File: config.mk
export PLATFORM = sky130hd
export DESIGN_NAME = alu_arbiter
export DESIGN_NICKNAME = d
export VERILOG_FILES = /design/src/rtl/alu_arbiter.sv
export SDC_FILE = /design/constraint.sdc
export NUM_CORES = 1
export LEC_CHECK = 0
export ABC_AREA = 1
export CORE_UTILIZATION = 35
export CTS_BUF_LIST = sky130_fd_sc_hd__clkbuf_4
export DETAILED_ROUTE_END_ITERATION = 16
export GPL_TIMING_DRIVEN = 0
export PLACE_DENSITY = 0.76
export SYNTH_ARGS = -nofsm -noshare
export SYNTH_HDL_FRONTEND = slang
export SYNTH_SLANG_ARGS = --single-unit
File: constraint.sdc
create_clock -name clk -period 3.2 [get_ports clk]
set_clock_uncertainty 0.2 [all_clocks]
set_input_delay 0.48 -clock clk [delete_from_list [all_inputs] [get_ports clk]]
set_output_delay 0.48 -clock clk [all_outputs]
set_load 0.02 [all_outputs]
File: src/rtl/alu_arbiter.sv
// Arbitrates two valid/ready requesters onto one shared combinational ALU and returns the result.
// Define ALU_ARB_RR_EN for round-robin arbitration; otherwise requester 0 has fixed priority.
module alu_arbiter #(
  parameter int unsigned DATA_W = 32
) (
  input  logic              clk,
  input  logic              rst,
  input  logic              req0_valid,
  output logic              req0_ready,
  input  logic [3:0]        req0_op,
  input  logic [DATA_W-1:0] req0_a,
  input  logic [DATA_W-1:0] req0_b,
  input  logic              req1_valid,
  output logic              req1_ready,
  input  logic [3:0]        req1_op,
  input  logic [DATA_W-1:0] req1_a,
  input  logic [DATA_W-1:0] req1_b,
  output logic              resp0_valid,
  output logic              resp1_valid,
  output logic [DATA_W-1:0] resp_result,
  output logic              resp_zero,
  output logic              busy,
  output logic [3:0]        alu_op,
  output logic [DATA_W-1:0] alu_in_a,
  output logic [DATA_W-1:0] alu_in_b,
  input  logic [DATA_W-1:0] alu_result,
  input  logic              alu_zero
);

  typedef enum logic [1:0] {StIdle, StExec, StResp} state_e;

  state_e            state_q, state_d;
  logic              winner_q, winner_d;
  logic [3:0]        op_q, op_d;
  logic [DATA_W-1:0] a_q, a_d, b_q, b_d;
  logic [DATA_W-1:0] result_q, result_d;
  logic              zero_q, zero_d;
  logic              prio0;
  logic              pick0;
  logic              grant0, grant1;

`ifdef ALU_ARB_RR_EN
  // last_q == 1 means requester 1 was granted last, so requester 0 wins the next contention.
  logic last_q, last_d;
  assign prio0 = last_q;

  always_ff @(posedge clk or posedge rst) begin
    if (rst) last_q <= 1'b1;
    else     last_q <= last_d;
  end

  always_comb begin
    last_d = last_q;
    if (grant0 || grant1) last_d = grant1;
  end
`else
  assign prio0 = 1'b1;
`endif

  assign pick0 = req0_valid & (~req1_valid | prio0);

  always_comb begin
    state_d  = state_q;
    winner_d = winner_q;
    op_d     = op_q;
    a_d      = a_q;
    b_d      = b_q;
    result_d = result_q;
    zero_d   = zero_q;
    grant0   = 1'b0;
    grant1   = 1'b0;
    case (state_q)
      StIdle: begin
        if (req0_valid || req1_valid) begin
          grant0   = pick0;
          grant1   = ~pick0;
          winner_d = ~pick0;
          op_d     = pick0 ? req0_op : req1_op;
          a_d      = pick0 ? req0_a  : req1_a;
          b_d      = pick0 ? req0_b  : req1_b;
          state_d  = StExec;
        end
      end
      StExec: begin
        result_d = alu_result;
        zero_d   = alu_zero;
        state_d  = StResp;
      end
      StResp:  state_d = StIdle;
      default: state_d = StIdle;
    endcase
  end

  always_ff @(posedge clk or posedge rst) begin
    if (rst) begin
      state_q  <= StIdle;
      winner_q <= 1'b0;
      op_q     <= '0;
      a_q      <= '0;
      b_q      <= '0;
      result_q <= '0;
      zero_q   <= 1'b0;
    end else begin
      state_q  <= state_d;
      winner_q <= winner_d;
      op_q     <= op_d;
      a_q      <= a_d;
      b_q      <= b_d;
      result_q <= result_d;
      zero_q   <= zero_d;
    end
  end

  // Readies are combinational from valid, so mask them while reset is asserted.
  assign req0_ready  = grant0 & ~rst;
  assign req1_ready  = grant1 & ~rst;
  assign resp0_valid = (state_q == StResp) & ~winner_q;
  assign resp1_valid = (state_q == StResp) & winner_q;
  assign busy        = (state_q != StIdle);
  assign alu_op      = op_q;
  assign alu_in_a    = a_q;
  assign alu_in_b    = b_q;
  assign resp_result = result_q;
  assign resp_zero   = zero_q;

endmodule

==> results by stage <==
CTS:
- The worst-skew pair later-pin latency is 0.44 ns.
- Post-CTS timing repair inserted 0 buffers for setup.
- CTS built an H-tree with a depth of 3.
- After clock tree synthesis, the repair step resized 0 gates.
- The maximum number of buffers from clock root to sink is 2.
- In this run, CTS created clock tree buffers numbering 9.
- The clock tree from TritonCTS is done.
- The root buffer cell chosen for the clock tree is sky130_fd_sc_hd__clkbuf_4.
- Clock-pin slew was measured on the worst setup and hold paths at 0.19 ns.
- Buffers inserted to repair hold after CTS numbered 0.
- Counting every sink on the clock net gives 104.

Global route:
- The first global-routing pass estimated 24600 um of wire.
- The via count of the first global-routing pass is 4906.
- The largest net degree at the start of global routing is 41.
- Across every metal layer, demand over resource in global routing totals 0.221.
- Summed over all layers, the global routing overflow is 0.
- The number of antenna violations at the first check in global routing came to 0.

STA:
- Setup violations remaining at the end of the flow were counted as 0.
- In the final timing run, aggregate negative setup slack is 0 ns.
- Measured against its own limit, the worst slew margin works out to 0.590.
- The final hold slack is 0.274 ns.
- Setup repair after global routing left no endpoint under its margin.
- In the finished design, the share of the clock period the worst path needs comes to 0.840.
- The slew at the pin with the worst max-slew slack is 0.614 ns.
- The max-slew violation total from the final report is 0.
- The smallest clock period supported by the final layout is computed as 2.69 ns.
- The maximum clock frequency is 372 MHz.
- The number of endpoints with negative hold slack in the final report is 0.

Synthesis:
- In this run, synthesis produced a sequential element count of 104.
- The Yosys step of the flow raised 0 warnings.
- The number of cells produced by synthesis is 666.
- The mean instance size in the synthesized netlist is 7.20 um2.
- Of the total synthesized cell area, the portion taken by AND, OR, NAND and NOR gates is 0.413.
- The number of distinct library cells after synthesis is 16.
- The synthesized net count is 839.
- The dominant combinational cell family by area after synthesis is simple AND/OR/NAND/NOR gates.
- Of the total synthesized cell area, the portion taken by full adders, half adders and majority gates is 0.
- The parity-gate share of the synthesized area counting xor and xnor cells is 0.
- The complex-gate fraction of the synthesized area is 0.
- After synthesis the cells add up to 0.00480 mm2.
- Measured against the total synthesized area, the mux share comes to 0.
- For this run, the register share of the synthesized area comes to 0.543.

Pwr:
- In this run the static leakage power is 0.00410 uW.
- The total power of the final layout is 6750 uW.
- The power per standard cell area is 845 mW/mm2.
- The peak supply drop is 0.324 mV.

Cells and area:
- Relative to the synthesized area, the layout overhead comes to 66.3%.
- The fraction of final layout cells with drive strength greater than 1 is 0.0542.
- The register area is 0.00260 mm2.
- The finished layout holds 1136 standard cells, fillers aside.
- The antenna diode instance count is 0.
- Leaving out fill and tap cells, the most frequent cells in the layout are 510 x sky130_fd_sc_hd__nand2_1, 277 x sky130_fd_sc_hd__clkdlybuf4s50_1, 104 x sky130_fd_sc_hd__dfrtp_1, 22 x sky130_fd_sc_hd__buf_2, 9 x sky130_fd_sc_hd__clkbuf_4.
- After routing the design area is 0.00798 mm2.
- Summing all multi-input logic gate instances after layout gives 0.00198 mm2.
- The fill cell total of the finished layout is 1274.
- For this run, the post-layout net count is 1129.
- The leading cell type in the layout, fill and taps excluded is sky130_fd_sc_hd__nand2_1.

Floorplan:
- The standard-cell row count is 42.
- The die covers 0.0142 mm2.
- The count of pins on the block boundary is 279.
- The overall die width is 119 um.
- For this configuration, the core starts out at a cell density of 0.361.
- The region available for standard cell placement spans 0.0133 mm2.
- In this run the vertical extent of the chip is 119 um.

Routing:
- The number of detailed-routing iterations run before antenna repair is 5.
- The DRC violation total after the first TritonRoute iteration is 242.
- The routed wire length is 15300 um.
- The routed layout has 5018 vias.
- Dividing the detail-routed wire length by the instance count gives 13.5 um.
- Once detail routing completed, the nets flagged for antenna violations numbered 0.
- The DRC violation count after routing is 0.
- The vias per cell is 4.42.

Outcome:
- The flow ran to the end, and the final reports show no timing, DRC or antenna violations.

Run:
- Max-cap violations in this run came to 0.

Worst setup path:
- The kind of start point of the critical path is a primary input.
- The data arrival time of the worst path is 2.01 ns.
- The kind of end point of the critical path is an output port.
- The data required time at the worst endpoint is 2.52 ns.
- The critical path start-end classification is primary input to output port.
- Across all register-to-register paths, the minimum setup slack is 1.62 ns.
- Along the worst path, the maximum fanout reaches 10.

Placed design:
- The placed instances occupy a cell area of 0.00783 mm2.
- The weighted congestion at the end of routability-driven global placement is 0.799.
- The count of port buffers added during placement is 277.
- The HPWL reported at the end of detailed placement is 11800 um.
- In this run, placement finished with an instance count of 1121.

Hold path:
- The tightest min-delay check is of the primary input to asynchronous set/reset pin type.
## area by class of cell
class	count	area share
timing repair buffer	279	0.353
sequential	104	0.326
multi-input combinational	521	0.248
tap	176	0.0276
buffer	35	0.0241
clock inverter	6	0.00972
clock buffer	9	0.00847
inverter	6	0.00329
## cell families after synthesis
logic type	after synthesis
and+or+nand+nor	521
DFF	104
buffers and inverters	41
## routing by layer
metal	global-route usage	part of all wire	up-vias
met5	0	0	-
met4	0.0491	0.011	0
met3	0.0661	0.080	13
met2	0.381	0.48	191
met1	0.270	0.43	2252
li1	-	-	2562
## through the flow
stage / setup slack [ns] / util
5_1_grt: 0.431 / 0.600
3_5_place_dp: 0.501 / 0.589
2_1_floorplan: 1.16 / -
6_report: 0.513 / 0.600
4_1_cts: 0.501 / 0.600
3_3_place_gp: 0.125 / 0.586
## registers in the layout (all words and copies together) (netlist names)
register and count:
alu_in_a 32, state_q 2, winner_q 1, resp_zero 1
alu_in_b 32, alu_op 4, resp_result 32
## worst max-delay path, cell delays in order
cell and delay (ns):
sky130_fd_sc_hd__buf_2 0.17, sky130_fd_sc_hd__inv_2 0.18, sky130_fd_sc_hd__buf_2 0.27, sky130_fd_sc_hd__nand3_1 0.17, sky130_fd_sc_hd__nor2_1 0.11, sky130_fd_sc_hd__clkdlybuf4s50_1 0.61
## power by group
part	switching, uW	internal (uW)
Sequential	342	1930
Combinational	2060	1690
Clock	470	248
## cells in the mapped netlist
| cell | n | share of area |
|---|---|---|
| sky130_fd_sc_hd__nand2_1 | 510 | 0.40 |
| sky130_fd_sc_hd__dfrtp_1 | 104 | 0.54 |
| sky130_fd_sc_hd__buf_2 | 22 | 0.023 |
| sky130_fd_sc_hd__clkbuf_1 | 7 | 0.0055 |
| sky130_fd_sc_hd__inv_1 | 4 | 0.0031 |
| sky130_fd_sc_hd__buf_4 | 3 | 0.0047 |
| sky130_fd_sc_hd__buf_6 | 3 | 0.0070 |
| sky130_fd_sc_hd__nand2_2 | 3 | 0.0039 |
| sky130_fd_sc_hd__nor2_1 | 2 | 0.0016 |
| sky130_fd_sc_hd__nor3_1 | 2 | 0.0021 |
| sky130_fd_sc_hd__and3_1 | 1 | 0.0013 |
| sky130_fd_sc_hd__clkinv_1 | 1 | 0.00078 |
| sky130_fd_sc_hd__inv_2 | 1 | 0.00078 |
| sky130_fd_sc_hd__nand3_1 | 1 | 0.0010 |
| sky130_fd_sc_hd__nor2_2 | 1 | 0.0013 |
| sky130_fd_sc_hd__nor2_4 | 1 | 0.0023 |
## final timing paths
check,cells past startpoint,to,start
max reg2reg,7,alu_in_b[17]$_DFFE_PP0P_,state_q[1]$_DFFE_PP0P_
max in group asynchronous,3,alu_in_a[17]$_DFFE_PP0P_,rst
min reg2reg,2,alu_in_a[30]$_DFFE_PP0P_,alu_in_a[30]$_DFFE_PP0P_
min in group clk,2,alu_in_a[30]$_DFFE_PP0P_,alu_in_a[30]$_DFFE_PP0P_
max,6,req1_ready,req0_valid
min,2,resp_result[16]$_DFFE_PP0N_,rst
Power figures use the tool's default switching activity.
